==> src/rtl/common_pkg.sv <==
// Shared execute-stage types for the HI/LO multiply/divide resource.
package common;

    typedef logic [31:0] word_t;

    typedef enum logic [2:0] {
        MD_MULT  = 3'd0,
        MD_MULTU = 3'd1,
        MD_DIV   = 3'd2,
        MD_DIVU  = 3'd3,
        MD_MTHI  = 3'd4,
        MD_MTLO  = 3'd5
    } muldiv_op_t;

    typedef enum logic [1:0] {
        ST_IDLE = 2'd0,
        ST_MUL  = 2'd1,
        ST_DIV  = 2'd2
    } md_state_t;

    localparam int DIV_ITERS = 32;
    localparam int CNT_W     = 6;

    function automatic word_t neg_if(input logic neg, input word_t val);
        return neg ? word_t'(-val) : val;
    endfunction

endpackage

==> src/rtl/muldiv_ctrl_div_step.sv <==
// One combinational restoring-division iteration: shift in the next dividend
// bit, trial-subtract the divisor, keep the difference if it did not go negative.
module div_step
    import common::*;
(
    input  word_t rem_i,
    input  word_t quo_i,
    input  word_t dvs_i,
    output word_t rem_o,
    output word_t quo_o
);

    logic [32:0] rem_sh;
    logic [32:0] diff;

    always_comb begin
        rem_sh = {rem_i, quo_i[31]};
        diff   = rem_sh - {1'b0, dvs_i};
        if (diff[32]) begin
            rem_o = rem_sh[31:0];
            quo_o = {quo_i[30:0], 1'b0};
        end else begin
            rem_o = diff[31:0];
            quo_o = {quo_i[30:0], 1'b1};
        end
    end

endmodule

==> src/rtl/muldiv_ctrl.sv <==
// HI/LO multiply/divide sequencer: fixed-latency multiply, 32-step restoring
// divide, MTHI/MTLO writes, flush abort; holds busy_o while an op is in flight.
//
// state   | meaning
// --------+-----------------------------------------------------------
// ST_IDLE | accepting requests; MT writes complete here in one edge
// ST_MUL  | product travelling down the multiply pipe, counter running
// ST_DIV  | one restoring step per cycle on operand magnitudes
module muldiv_ctrl
    import common::*;
#(
    parameter int MUL_LAT = 4
)
(
    input  logic       clk,
    input  logic       resetn,
    input  logic       valid_i,
    input  muldiv_op_t op_i,
    input  word_t      a_i,
    input  word_t      b_i,
    input  logic       flush_i,
    output logic       busy_o,
    output logic       done_o,
    output word_t      hi_o,
    output word_t      lo_o
);

    md_state_t        state;
    logic [CNT_W-1:0] cnt;

    word_t rem_q;
    word_t quo_q;
    word_t dvs_q;
    word_t dividend_q;
    logic  neg_quo_q;
    logic  neg_rem_q;
    logic  div_zero_q;

    logic [63:0] mul_pipe [MUL_LAT];

    logic        is_signed;
    logic        a_neg;
    logic        b_neg;
    logic [63:0] ext_a;
    logic [63:0] ext_b;
    logic [63:0] product;
    word_t       rem_nx;
    word_t       quo_nx;
    word_t       rem_fin;
    word_t       quo_fin;
    logic        last_mul;
    logic        last_div;

    // Sign/zero extension to 64 bits makes one unsigned multiply serve both
    // MULT and MULTU: the low 64 bits of the product are identical.
    always_comb begin
        is_signed = (op_i == MD_MULT) || (op_i == MD_DIV);
        a_neg     = is_signed & a_i[31];
        b_neg     = is_signed & b_i[31];
        ext_a     = {{32{a_neg}}, a_i};
        ext_b     = {{32{b_neg}}, b_i};
        product   = ext_a * ext_b;
        last_mul  = (cnt == CNT_W'(MUL_LAT - 1));
        last_div  = (cnt == CNT_W'(DIV_ITERS - 1));
    end

    div_step u_div_step (
        .rem_i (rem_q),
        .quo_i (quo_q),
        .dvs_i (dvs_q),
        .rem_o (rem_nx),
        .quo_o (quo_nx)
    );

    // Divide by zero bypasses sign correction so both flavours return all-ones / dividend.
    always_comb begin
        quo_fin = div_zero_q ? '1 : neg_if(neg_quo_q, quo_nx);
        rem_fin = div_zero_q ? dividend_q : neg_if(neg_rem_q, rem_nx);
    end

    always_ff @(posedge clk or negedge resetn) begin
        if (!resetn) begin
            for (int i = 0; i < MUL_LAT; i++) begin
                mul_pipe[i] <= '0;
            end
        end else begin
            mul_pipe[0] <= product;
            for (int i = 1; i < MUL_LAT; i++) begin
                mul_pipe[i] <= mul_pipe[i-1];
            end
        end
    end

    always_ff @(posedge clk or negedge resetn) begin
        if (!resetn) begin
            state      <= ST_IDLE;
            cnt        <= '0;
            busy_o     <= 1'b0;
            done_o     <= 1'b0;
            hi_o       <= '0;
            lo_o       <= '0;
            rem_q      <= '0;
            quo_q      <= '0;
            dvs_q      <= '0;
            dividend_q <= '0;
            neg_quo_q  <= 1'b0;
            neg_rem_q  <= 1'b0;
            div_zero_q <= 1'b0;
        end else begin
            done_o <= 1'b0;
            case (state)
                ST_IDLE: begin
                    busy_o <= 1'b0;
                    cnt    <= '0;
                    if (valid_i && !flush_i) begin
                        case (op_i)
                            MD_MTHI: hi_o <= a_i;
                            MD_MTLO: lo_o <= a_i;
                            MD_MULT, MD_MULTU: begin
                                state  <= ST_MUL;
                                busy_o <= 1'b1;
                            end
                            MD_DIV, MD_DIVU: begin
                                state      <= ST_DIV;
                                busy_o     <= 1'b1;
                                rem_q      <= '0;
                                quo_q      <= neg_if(a_neg, a_i);
                                dvs_q      <= neg_if(b_neg, b_i);
                                dividend_q <= a_i;
                                neg_quo_q  <= a_neg ^ b_neg;
                                neg_rem_q  <= a_neg;
                                div_zero_q <= (b_i == '0);
                            end
                            default: ;
                        endcase
                    end
                end
                ST_MUL: begin
                    if (flush_i) begin
                        state  <= ST_IDLE;
                        busy_o <= 1'b0;
                    end else begin
                        cnt <= cnt + 1'b1;
                        if (last_mul) begin
                            {hi_o, lo_o} <= mul_pipe[MUL_LAT-1];
                            done_o       <= 1'b1;
                            state        <= ST_IDLE;
                        end
                    end
                end
                ST_DIV: begin
                    if (flush_i) begin
                        state  <= ST_IDLE;
                        busy_o <= 1'b0;
                    end else begin
                        cnt   <= cnt + 1'b1;
                        rem_q <= rem_nx;
                        quo_q <= quo_nx;
                        if (last_div) begin
                            hi_o   <= rem_fin;
                            lo_o   <= quo_fin;
                            done_o <= 1'b1;
                            state  <= ST_IDLE;
                        end
                    end
                end
                default: begin
                    state  <= ST_IDLE;
                    busy_o <= 1'b0;
                end
            endcase
        end
    end

endmodule

==> config.mk <==
export PLATFORM = sky130hd
export DESIGN_NAME = muldiv_ctrl
export DESIGN_NICKNAME = d
export VERILOG_FILES = /design/src/rtl/common_pkg.sv /design/src/rtl/muldiv_ctrl_div_step.sv /design/src/rtl/muldiv_ctrl.sv
export SDC_FILE = /design/constraint.sdc
export NUM_CORES = 2
export LEC_CHECK = 0
export BUFFER_PORTS_ARGS = -buffer_cell sky130_fd_sc_hd__buf_2
export CORE_MARGIN = 2
export CORE_UTILIZATION = 65
export DETAILED_ROUTE_END_ITERATION = 12
export GPL_TIMING_DRIVEN = 0
export PLACE_DENSITY = 0.82
export SLEW_MARGIN = 20
export SYNTH_ARGS = -nofsm -noshare
export SYNTH_HDL_FRONTEND = slang
export SYNTH_SLANG_ARGS = --single-unit
==> constraint.sdc <==
create_clock -name clk -period 6.7 [get_ports clk]
set_input_delay 1.34 -clock clk [delete_from_list [all_inputs] [get_ports clk]]
set_output_delay 1.34 -clock clk [all_outputs]
set_load 0.005 [all_outputs]
**Word-level counts from Yosys, hierarchy flattened**

Cells that the tools add are included.

- Output and inout port bits: 66
- Register bits after elaboration: 461
- Word-level logic and storage cells: 116

- Reductions and logical operators: 19
- Bitwise gates (word level): 3
- Eq/ne operators: 22
- Multiply operators: 1
- Muxes and demuxes: 48
- Add/subtract/negate cells: 6

Operator list:

| cell | number |
|---|---|
| $mux 32 | 25 |
| $pmux 32 s3 | 2 |
| $neg 32->32 | 4 |
| $pmux 32 s2 | 2 |
| $mul 33x33->64 | 1 |
| $sub 33x32->33 | 1 |
| $logic_not 32->1 | 1 |
| $reduce_and 7->1 | 2 |
| $ne 2x2->1 const B | 6 |
| $pmux 6 s2 | 1 |
| $mux 2 | 5 |
| $mux 1 | 8 |
| $ne 2x1->1 const B | 4 |
| $reduce_and 4->1 | 2 |
| $add 6x1->6 const B | 1 |
| $eq 3x2->1 const B | 2 |
| $eq 3x3->1 const B | 2 |
| $eq 6x2->1 const B | 1 |
| $eq 6x5->1 const B | 1 |
| $mux 6 | 1 |
| $ne 3x3->1 const B | 2 |
| $pmux 2 s3 | 1 |
| $reduce_or 2->1 | 3 |
| $pmux 1 s2 | 2 |
| 17 further kinds | 19 |

**Logic depth before layout (Yosys ltp)**

- Depth after elaboration: 8
- Gate-level depth with buffers: 34
- Depth with buffers taken out: 30

**Modules after synthesis**

Synthesis repeated with hierarchy kept, for this count alone.

- Cell total of the unflattened synthesis: 6242
- Area, all modules: 59010.3 um2

By module, submodules not included:

| module | cells each | area an instance (um2) | sequential area each (um2) | instances |
|---|---|---|---|---|
| muldiv_ctrl | 5906 | 56419.1 | 11536.1 | 1 |
| div_step | 336 | 2591.2 | 0.0 | 1 |

**Least setup slack after synthesis**

OpenSTA, ideal clock, no wires.

- Path kind: input to register
- Start: input port a_i[31]
- End: register mul_pipe[255] in the netlist's numbering
- Data required time: 6575 ps
- Buffers on the path: 4
- Library setup time: 125 ps
- Setup slack: -2974 ps
- Cell stages on the path: 32
- Arrival: 9549 ps
- Cell sequence: clkbuf_1 > inv_1 > nor3_1 > clkbuf_1 > buf_1 > nand2_1 > inv_1 > fa_1 > fa_1 > fa_1 > fa_1 > inv_1 > fa_1 > inv_1 > fa_1 > inv_1 > fa_1 > fa_1 > inv_1 > ha_1 > clkbuf_1 > a21o_1 > a21o_1 > a21oi_1 > o21bai_1 > a21oi_1 > o21bai_1 > a21oi_1 > nor2b_1 > nor4b_1 > o21ai_0 > nor4b_1

- Cells in the longest elaborated chain, start to end: 2

RTL lines:

| item | RTL line | source |
|---|---|---|
| start, declared | muldiv_ctrl.sv:19 | `input word_t a_i,` |
| $and 1x1->1 | muldiv_ctrl.sv:58 | `a_neg = is_signed & a_i[31];` |
| $mul 33x33->64 (*) | muldiv_ctrl.sv:62 | `product = ext_a * ext_b;` |
| net product[63] | muldiv_ctrl.sv:46 | `logic [63:0] product;` |
| end signal, assigned by index | muldiv_ctrl.sv:89 | `mul_pipe[i] <= mul_pipe[i-1];` |
| end, declared | muldiv_ctrl.sv:39 | `logic [63:0] mul_pipe [MUL_LAT];` |

The timed path passes the listed nets; every way through them passes the cells marked *.
A chain may end at the register's enable or synchronous reset.

**Worst setup path after layout**

- Start: input port op_i[0]
- End: register mul_pipe[253] in the netlist's numbering

- Cells in the longest elaborated chain, start to end: 4

RTL lines:

| item | RTL line | source |
|---|---|---|
| start, declared | muldiv_ctrl.sv:18 | `input muldiv_op_t op_i,` |
| $eq 3x2->1 / $logic_not 3->1 (equally long branches) | muldiv_ctrl.sv:57 | `is_signed = (op_i == MD_MULT) \|\| (op_i == MD_DIV);` |
| $logic_or 1x1->1 (*) | muldiv_ctrl.sv:57 |  |
| $and 1x1->1, on equally long branches | muldiv_ctrl.sv:58, muldiv_ctrl.sv:59 |  |
| $mul 33x33->64 (*) | muldiv_ctrl.sv:62 |  |
| net product[61] | muldiv_ctrl.sv:46 |  |

Marks and branches as above.

==> summary.md <==
| Metric | Value |
|---|---|
| Avg WL per Cell | `between 30 and 40 µm` |
| Synthesized net count | `just under 8,000` |
| Final slew viol count | `0` |
| Post-synth cell types | `around 100` |
| DR DRC count | `0` |
| Largest family of logic cells by synthesized area | `adder cells` |
| Critical path arrival | `9.31 ns` |
| Hold Crit Endpoint | `mul_pipe[109]` |
| Synth top cells by count | `inv_1 (1,197), nand2_1 (1,178), fa_1 (1,126)` |
| Worst-Skew Late Latency | `approximately 0.70 ns` |
| Clock Skew | `~0.066 ns` |
| Synth Area in Adders | `around 43%` |
| Clock buffer depth | `3` |
| Max transition margin | `14.7%` |
| I/O pins | `137` |
| Dominant cell type by area after synthesis | `fa_1` |
| Final Net Count | `8,270` |
| Clk slew on worst S/H paths | `about 0.070 ns` |
| Vias per Instance | `approximately 6.5` |
| Routed WL | `approximately 260 mm` |
| Vias in the first global route | `between 50,000 and 60,000` |
| Fin crit share | `130%` |
| Fin. Hold Viols | `0` |
| Routability cong. | `about 1.1` |
| FMAX | `115 MHz` |
| H-Tree Depth | `2` |
| CTS sink cnt | `approximately 460` |
| Max Cap Viol | `0` |
| Simple-gate share of the synthesized area | `around 15%` |
| Area after DPL | `approximately 0.063 mm²` |
| Critical Path Fanout Max | `6` |
| Core Footprint | `0.0912 mm²` |
| Yosys reg bits | `between 400 and 500` |
| Final Worst Setup Slack | `-2.00 ns` |
| CP Capture Type | `flip-flop` |
| Worst setup SP type | `primary input` |
| Hold buffer count at cts | `0` |
| DPL Wire Length | `~190 mm` |
| Vias | `approximately 53,000` |
| TritonCTS clock tree | `done` |
| Starting Density | `65.3%` |
| TritonCTS buffer count | `51` |
| Die Height | `approximately 300 µm` |
| GR Overflow Total | `0` |
| TritonRoute pass-1 iters | `10` |
| GRT Overall Usage | `a little over half` |
| Final Cell Area | `~0.07 mm²` |
| Post-synth EDFFs | `0` |
| Register-to-register setup slack | `0.03 ns` |
| Commonest register cell after synthesis | `dfrtp_1` |
| Die width | `between 300 and 400 µm` |
| Core Rows | `around 110` |
| YS warnings | `0` |
| Worst hold start | `mul_pipe[173]` |
| Root Driver | `clkbuf_16` |
| Worst Setup SP | `op_i[0]` |
| R2r endpoint | `hi_o[10]` |
| Run status | `finished, violations left` |
| Mapped Area | `0.0596 mm²` |
| WS Path Type | `in2reg` |
| Fillers | `5,836` |
| Fraction of registers with async set/reset | `between 90% and 100%` |
| Hold path depth | `0` |
| Antenna violations before repair | `23` |
| Post-synthesis cell count | `approximately 6,500` |
| Finish-stage setup viols | `48` |
| Worst-Margin Slew | `1.25 ns` |
| RSZ-0062 raised after global routing | `true` |
| Avg Cell Area, Syn | `roughly 9.2 µm²` |
| Mux share of post-synthesis cell area | `0.562%` |
| Post-synthesis compound-gate area fraction | `slightly below 9%` |
| DIE AREA | `between 0.09 and 0.1 mm²` |
| Area Overhead vs Synth | `17.1%` |
| ANT nets after route | `0` |
| Layout cells sized above 1 | `between 15 and 20%` |
| Port-buffer cells | `100` |
| FF-to-FF path depth | `25` |
| HP Class | `reg2reg` |
| Top cell type's share of synthesized area | `a little under two fifths` |
| Xor-xnor portion of the synthesized cell area | `approximately 2.8%` |
| R2r startpoint | `quo_q[31]` |
| First-pass GRT wire length | `around 360 mm` |
| Post-layout minimum cycle time | `8.70 ns` |
| Count leader, synth | `inv_1` |
| Failing checks | `negative setup slack` |
| Critical path required time | `7.31 ns` |
| Largest net degree at the start of global routing | `103` |
| Sequential element share of the synthesized area | `slightly below 20%` |
| Synth area leaders | `fa_1 (38%), dfrtp_1 (19%), inv_1 (7.5%), nand2_1 (7.4%), ha_1 (5.3%)` |
| DR iter-0 viols | `7,528` |
[metrics by stage]
step	utilization, %	cells	hold WS (ns)	worst slack, ns	setup TNS [ns]
2_1_floorplan	-	6460	0.331	-2.00	-51.97
3_3_place_gp	68.8	7746	0.331	-4.79	-2356.43
3_5_place_dp	69.0	7750	0.335	-4.40	-164.43
4_1_cts	75.4	7989	0.312	-1.78	-49.33
5_1_grt	76.5	8052	0.322	-2.06	-64.37
6_report	76.5	8069	0.303	-2.00	-62.03
[worst max-delay path by stage]
| stage | to | slack [ns] | depth (start not counted) |
|---|---|---|---|
| final | mul_pipe[253] | -2.00 | 28 |
| after global routing | mul_pipe[247] | -2.06 | 32 |
| after CTS | mul_pipe[254] | -1.78 | 25 |
| after detailed placement | mul_pipe[253] | -4.40 | 26 |
| after global placement | mul_pipe[219] | -4.79 | 1 |
| after floorplan | mul_pipe[255] | -2.00 | 32 |
[worst max-delay path: stages]
cell and delay (ns):
buf_12 0.12, nor2_4 0.38, clkbuf_16 0.24, buf_4 0.19
and3_4 0.25, fa_1 0.44, fa_1 0.51, fa_2 0.64
clkinvlp_4 0.18, fa_1 0.58, fa_1 0.46, fa_2 0.56
fa_1 0.45, fa_1 0.56, inv_2 0.05, ha_4 0.32
buf_4 0.13, buf_4 0.16, nand2_1 0.08, o21ai_2 0.31
nor2_2 0.13, nand2_2 0.11, nor4_4 0.05, buf_4 0.18
nor3_4 0.25, nor2_4 0.12, o41ai_2 0.27, xor2_1 0.22
[layout by cell type (no fill, tap or decap), drive strengths merged, types with 57 or more instances in the layout]
cell type	instances
inv	1196
nand2	1178
fa	1126
dfrtp	461
buf	415
clkbuf	356
and2	295
ha	252
o21ai	251
nor2	203
a21oi	178
xnor2	130
a21o	62
xor2	62
o31ai	58
nor3	57
[routing by layer]
metal	track usage [%]	wire (µm)	vias up
li1	-	-	20500
met3	22.5	39200	1539
met1	64.6	81800	26100
met4	45.6	28700	20
met2	75.5	105000	4609
met5	1.03	182	-
[sequential cells by signal, indices dropped and copies added (netlist names)]
signal	count
div_zero_q	1
neg_quo_q	1
lo_o	32
cnt	6
state	2
dvs_q	32
dividend_q	32
busy_o	1
hi_o	32
neg_rem_q	1
quo_q	32
done_o	1
mul_pipe	256
rem_q	32
[kinds of logic after synthesis]
family | count (synthesis)
muxes | 32
adders and majority gates | 1378
and+or+nand+nor | 1988
buffers and inverters | 1599
AOI/OAI and AO/OA | 810
xor gates and xnor gates | 192
DFF | 461
[final cells by class]
cell class	instances	area (µm²)	share of cell area (%)
clock inverters	30	439	0.629
flip-flops and latches	461	11500	16.5
inverters	1200	4540	6.51
well taps	1186	1480	2.13
plain buffers	376	3760	5.39
diodes	21	52.6	0.0753
clock buffers	64	1360	1.94
repair buffers	331	2840	4.07
multi-input cells	4400	43800	62.7
[what timing repair did]
| action | 4_1_cts | 5_1_grt |
|---|---|---|
| endpoints found under the setup margin | 60 | 59 |
| setup buffers | 164 | 66 |
| pin swaps | 187 | 135 |
| gates resized for setup | 672 | 173 |
| gates cloned | 0 | 0 |
| endpoints found under the hold margin | 0 | 0 |
Power is not shown: default switching activity piles up to over one toggle a cycle in this logic, so the estimate is an artifact.
